$ cat src/rtl/swsr_frame_wr_ctrl.sv
// Frame write controller for the single-write/single-read frame DPRAM: writes each delimited
// frame from address 0, checks length and additive checksum, and holds a good frame until acked.
module swsr_frame_wr_ctrl #(
    parameter int DEPTH      = 138,
    parameter int DATA_WIDTH = 8,
    parameter int ADDR_WIDTH = 8,
    parameter int CNT_WIDTH  = 16
) (
    input  logic                  clk,
    input  logic                  rst,
    input  logic                  rx_vld,
    input  logic                  rx_sof,
    input  logic                  rx_eof,
    input  logic [DATA_WIDTH-1:0] rx_data,
    output logic                  wren,
    output logic [ADDR_WIDTH-1:0] waddr,
    output logic [DATA_WIDTH-1:0] wdata,
    output logic                  frm_rdy,
    output logic [ADDR_WIDTH-1:0] frm_len,
    input  logic                  frm_ack,
    output logic                  err_sum,
    output logic                  err_ovf,
    output logic [CNT_WIDTH-1:0]  drop_cnt
);

    typedef enum logic [1:0] {IDLE, RECV, HOLD, DROP} state_t;

    localparam logic [ADDR_WIDTH-1:0] DEPTH_C = ADDR_WIDTH'(DEPTH);

    state_t                  state_q,    state_d;
    logic [ADDR_WIDTH-1:0]   cnt_q,      cnt_d;
    logic [DATA_WIDTH-1:0]   sum_q,      sum_d;
    logic                    wren_q,     wren_d;
    logic [ADDR_WIDTH-1:0]   waddr_q,    waddr_d;
    logic [DATA_WIDTH-1:0]   wdata_q,    wdata_d;
    logic                    frm_rdy_q,  frm_rdy_d;
    logic [ADDR_WIDTH-1:0]   frm_len_q,  frm_len_d;
    logic                    err_sum_q,  err_sum_d;
    logic                    err_ovf_q,  err_ovf_d;
    logic [CNT_WIDTH-1:0]    drop_cnt_q, drop_cnt_d;
    logic                    start_frame;

    // NOTE: every _d gets a default before the case, so no path can leave one unassigned and infer a latch.
    always_comb begin
        state_d     = state_q;
        cnt_d       = cnt_q;
        sum_d       = sum_q;
        wren_d      = 1'b0;
        waddr_d     = waddr_q;
        wdata_d     = wdata_q;
        frm_rdy_d   = frm_rdy_q;
        frm_len_d   = frm_len_q;
        err_sum_d   = 1'b0;
        err_ovf_d   = 1'b0;
        drop_cnt_d  = drop_cnt_q;
        start_frame = 1'b0;

        unique case (state_q)
            IDLE, DROP: begin
                if (rx_vld && rx_sof) begin
                    start_frame = 1'b1;
                end else if (state_q == DROP && rx_vld && rx_eof) begin
                    state_d = IDLE;
                end
            end
            RECV: begin
                if (rx_vld) begin
                    if (rx_sof) begin
                        start_frame = 1'b1;
                    end else if (cnt_q == DEPTH_C) begin
                        err_ovf_d = 1'b1;
                        state_d   = rx_eof ? IDLE : DROP;
                    end else begin
                        wren_d  = 1'b1;
                        waddr_d = cnt_q;
                        wdata_d = rx_data;
                        if (rx_eof) begin
                            if (sum_q == rx_data) begin
                                frm_rdy_d = 1'b1;
                                frm_len_d = cnt_q + ADDR_WIDTH'(1);
                                state_d   = HOLD;
                            end else begin
                                err_sum_d = 1'b1;
                                state_d   = IDLE;
                            end
                        end else begin
                            sum_d = sum_q + rx_data;
                            cnt_d = cnt_q + ADDR_WIDTH'(1);
                        end
                    end
                end
            end
            HOLD: begin
                // A frame starting while we hold is refused, even when the ack lands in the same cycle.
                if (rx_vld && rx_sof && drop_cnt_q != '1) begin
                    drop_cnt_d = drop_cnt_q + CNT_WIDTH'(1);
                end
                if (frm_ack) begin
                    frm_rdy_d = 1'b0;
                    frm_len_d = '0;
                    state_d   = IDLE;
                end
            end
        endcase

        if (start_frame) begin
            wren_d  = 1'b1;
            waddr_d = '0;
            wdata_d = rx_data;
            sum_d   = rx_data;
            cnt_d   = ADDR_WIDTH'(1);
            if (rx_eof) begin
                err_sum_d = 1'b1;
                state_d   = IDLE;
            end else begin
                state_d   = RECV;
            end
        end
    end

    // NOTE: state uses non-blocking assignments so every register samples pre-edge values.
    always_ff @(posedge clk) begin
        if (rst) begin
            state_q    <= IDLE;
            cnt_q      <= '0;
            sum_q      <= '0;
            wren_q     <= 1'b0;
            waddr_q    <= '0;
            wdata_q    <= '0;
            frm_rdy_q  <= 1'b0;
            frm_len_q  <= '0;
            err_sum_q  <= 1'b0;
            err_ovf_q  <= 1'b0;
            drop_cnt_q <= '0;
        end else begin
            state_q    <= state_d;
            cnt_q      <= cnt_d;
            sum_q      <= sum_d;
            wren_q     <= wren_d;
            waddr_q    <= waddr_d;
            wdata_q    <= wdata_d;
            frm_rdy_q  <= frm_rdy_d;
            frm_len_q  <= frm_len_d;
            err_sum_q  <= err_sum_d;
            err_ovf_q  <= err_ovf_d;
            drop_cnt_q <= drop_cnt_d;
        end
    end

    assign wren     = wren_q;
    assign waddr    = waddr_q;
    assign wdata    = wdata_q;
    assign frm_rdy  = frm_rdy_q;
    assign frm_len  = frm_len_q;
    assign err_sum  = err_sum_q;
    assign err_ovf  = err_ovf_q;
    assign drop_cnt = drop_cnt_q;

endmodule
$ cat config.mk
export PLATFORM = sky130hd
export DESIGN_NAME = swsr_frame_wr_ctrl
export DESIGN_NICKNAME = d
export VERILOG_FILES = /design/src/rtl/swsr_frame_wr_ctrl.sv
export SDC_FILE = /design/constraint.sdc
export NUM_CORES = 1
export LEC_CHECK = 0
export CAP_MARGIN = 25
export CORE_MARGIN = 2
export CORE_UTILIZATION = 50
export CTS_BUF_LIST = sky130_fd_sc_hd__clkbuf_2
export DETAILED_ROUTE_END_ITERATION = 16
export PLACE_DENSITY = 0.82
export SYNTH_ARGS = -nofsm -noshare
export SYNTH_HDL_FRONTEND = slang
export SYNTH_SLANG_ARGS = --single-unit
$ cat constraint.sdc
create_clock -name clk -period 2.8 [get_ports clk]
set_input_delay 0.56 -clock clk [delete_from_list [all_inputs] [get_ports clk]]
set_output_delay 0.56 -clock clk [all_outputs]
set_load 0.02 [all_outputs]
==> flow_summary_export.csv <==
group,metric,value,unit
synth,ys_ff_latch,62,
setup_path,crit_chain,"inv_1 > ha_1 > and4bb_4 > a311oi_4 > nand2b_2 > nand2_1 > nor2_1 > a2111oi_2",
finish,diodes,0,
sta,fin_crit_sh,0.8509,
synth,synth_top_area_frac,0.4106,
setup_path,cp-end-kind,"flip-flop",
setup_path,crit_path_start_kind,"flip-flop",
global_route,grt_busiest_layer,"met2",
flow_run,cap_violations,0,
finish,fill_cells,479,
synth,synth_fp_nets,375,
setup_path,worstPathRequired,3.19,ns
finish,syn_to_final_growth,27.19,%
clocking,cts_made_buffers,9,
die,die-area,6684,µm²
synth,netlist_area,3023,µm²
global_route,grt_pass1_wl,11820,µm
synth,ys.flop_type,"dfxtp_1",
die,coreArea,5886,µm²
clocking,clkTransAtPathRegs,0.18,ns
clocking,clock_sinks,62,
sta,finalSetupTns,0,ns
sta,fmax,419.7,MHz
clocking,clock_tree.buffer_depth,2,
synth,synth_area_leaders,"dfxtp_1, nor2_1, ha_1",
power,power,1720,µW
global_route,grtUsageMet1,0.2989,
sta,period_needed,2.383,ns
die,top_level_ports,58,
die,die_h,81.76,µm
hold_path,hp-class,"reg2reg",
synth,synth-warning-count,0,
placement,gp_congestion,0.9587,
placement,dpl.hpwl,5301,µm
placement,io_buffers,57,
power,ir_drop,0.0003785,V
global_route,grtUsageTotal,0.2279,
die,initial_core_util,0.5136,
power,power.switching,452.4,µW
power,p_clk_frac,0.366,
setup_path,cp_max_fo,15,
setup_path,criticalPathCategory,"reg2reg",
sta,tightest_slew,0.6287,ns
synth,yosysSeqAreaShare,0.4106,
synth,synthCells,347,
global_route,grt_pass1_vias,2587,
sta,skew,0.02664,ns
setup_path,critPathSlowestCell,"dfxtp_1",
global_route,grt_overflow_total,0,
power,switching_share,0.2630,
placement,dpl_cell_area,3711,µm²
clocking,cts_tree,"built",
global_route,antenna_found_initial,0,
clocking,clock_latency,0.50,ns
routing,vias,2744,
finish,fin_area,3845,µm²
synth,post-synth-top-count-cell,"dfxtp_1",
routing,drtPass1Iterations,6,
die,die_width,81.76,µm
finish,nNetsFinal,442,
sta,hold_viol,0,
finish,drive_above_1_share,0.09069,
routing,viasPerCell,5.555,
global_route,grt_start_max_net_pins,24,
routing,wire_per_inst,14.62,µm
global_route,grt_use_met3,0.04615,
power,power.internal,1268,µW
routing,drt-initial-drc-count,112,
setup_path,slowest_delay,0.49,ns
sta,rsz0062_at_grt,"false",
power,sequentialPowerShare,0.529,
run_status,outcome,"finished, final reports clean",
synth,netlist_top_cells_count,"dfxtp_1, nor2_1, nand2_1",
sta,setup_viol_count_final,0,
clocking,cts_setup_buffers,0,
synth,synth_cell_types,48,
synth,yosysTopAreaCell,"dfxtp_1",
synth,synth_edf_count,0,
sta,slew_viol_final,0,
routing,drc,0,
synth,avgSynthCellArea,8.712,µm²
routing,wirelength,7222,µm
clocking,hold_buffers,0,
power,p_per_area,447.4,nW/µm²
setup_path,crit_arrival,2.77,ns
clocking,clock-root-buffer,"clkbuf_2",
power,comb_power_share,0.106,
sta,maxSlewHeadroom,0.5754,
clocking,cts_resized,0,
routing,ant_nets,0,
synth,synthArstFlopShare,0,
power,p_leak,0.001373,µW
clocking,cts_max_level,3,
die,row_count,28,
global_route,use_met2,0.3585,
[routing by layer]
metal | part of all wire | wire (µm) | up-vias
met5 | 0 | 0 | -
met1 | 0.45 | 3243 | 1275
met4 | 0.024 | 171 | 0
met3 | 0.061 | 438 | 19
met2 | 0.47 | 3368 | 97
li1 | - | - | 1353
[final timing paths]
| check | from | slack (ns) | end | cells after the start |
|---|---|---|---|---|
| min reg2reg | wdata[3] | 0.47 | wdata[3] | 2 |
| min | wdata[3] | 0.47 | wdata[3] | 2 |
| max | cnt_q[0] | 0.42 | sum_q[5] | 8 |
| max reg2reg | cnt_q[0] | 0.42 | sum_q[5] | 8 |
[power groups by stage]
stage | clock, µW | sequential [µW] | combinational [µW]
floorplan | 0 | 934 | 100
global placement | 0 | 927 | 173
detailed placement | 0 | 927 | 179
CTS | 629 | 909 | 181
global route | 662 | 912 | 200
finish | 629 | 909 | 182
[final cells by class]
type | count | area (µm²) | share of cell area
inverter | 14 | 52.55 | 0.01367
clock inverter | 7 | 88.84 | 0.02310
timing repair buffer | 69 | 660.6 | 0.1718
sequential | 62 | 1241 | 0.3228
tap | 75 | 93.84 | 0.02441
multi-input combinational | 258 | 1663 | 0.4325
clock buffer | 9 | 45.04 | 0.01171
[critical path: cells and delay by family (launching register included)]
kind	cells	cell delay, ns
buf+inv	1	0.08
compound gates	2	0.74
simple gates	4	0.77
flops	1	0.49
fa+ha+maj	1	0.19
[layout by cell type (no fill, tap or decap), types with 4 or more instances in the layout]
cell type,count
nand4_1,8
or3_1,6
nor3_1,7
buf_4,12
clkdlybuf4s50_1,57
o21ai_0,17
clkbuf_2,9
nand3_1,12
xor2_1,17
nor2b_1,4
nor2_1,49
nand2_1,30
mux2i_1,8
and3_1,5
a21oi_1,21
dfxtp_1,62
inv_1,14
o2bb2ai_1,8
ha_1,13
xnor2_1,11
[kinds of logic (layout without fill, tap and decap cells)]
logic type               after synthesis  after routing  synth area share
multiplexers                           8              8           0.02649
XOR/XNOR                              28             28           0.08112
AO/OA/AOI/OAI                         70             70            0.1598
buffers and inverters                 27             99           0.03932
AND/OR/NAND/NOR                      138            138            0.2223
adder cells (fa/ha/maj)               14             14           0.06043
flip-flops                            62             62            0.4106
[flip-flops by register name, summed over array words and instances, names as in the netlist]
register  cells
err_ovf       1
wdata         8
state_q       2
waddr         8
drop_cnt     16
frm_rdy       1
err_sum       1
frm_len       8
sum_q         8
wren          1
cnt_q         8
[per-stage QoR]
step,utilization,worst slack [ns],instances,hold WS [ns]
floorplan,-,0.6867,347,0.4400
global placement,0.6305,0.1181,478,0.4404
detailed placement,0.6305,0.001116,478,0.4457
CTS,0.6533,0.4456,494,0.4670
global route,0.6533,0.2612,494,0.4922
finish,0.6533,0.4175,494,0.4668
Note: power is estimated with default switching activity, not from simulation.
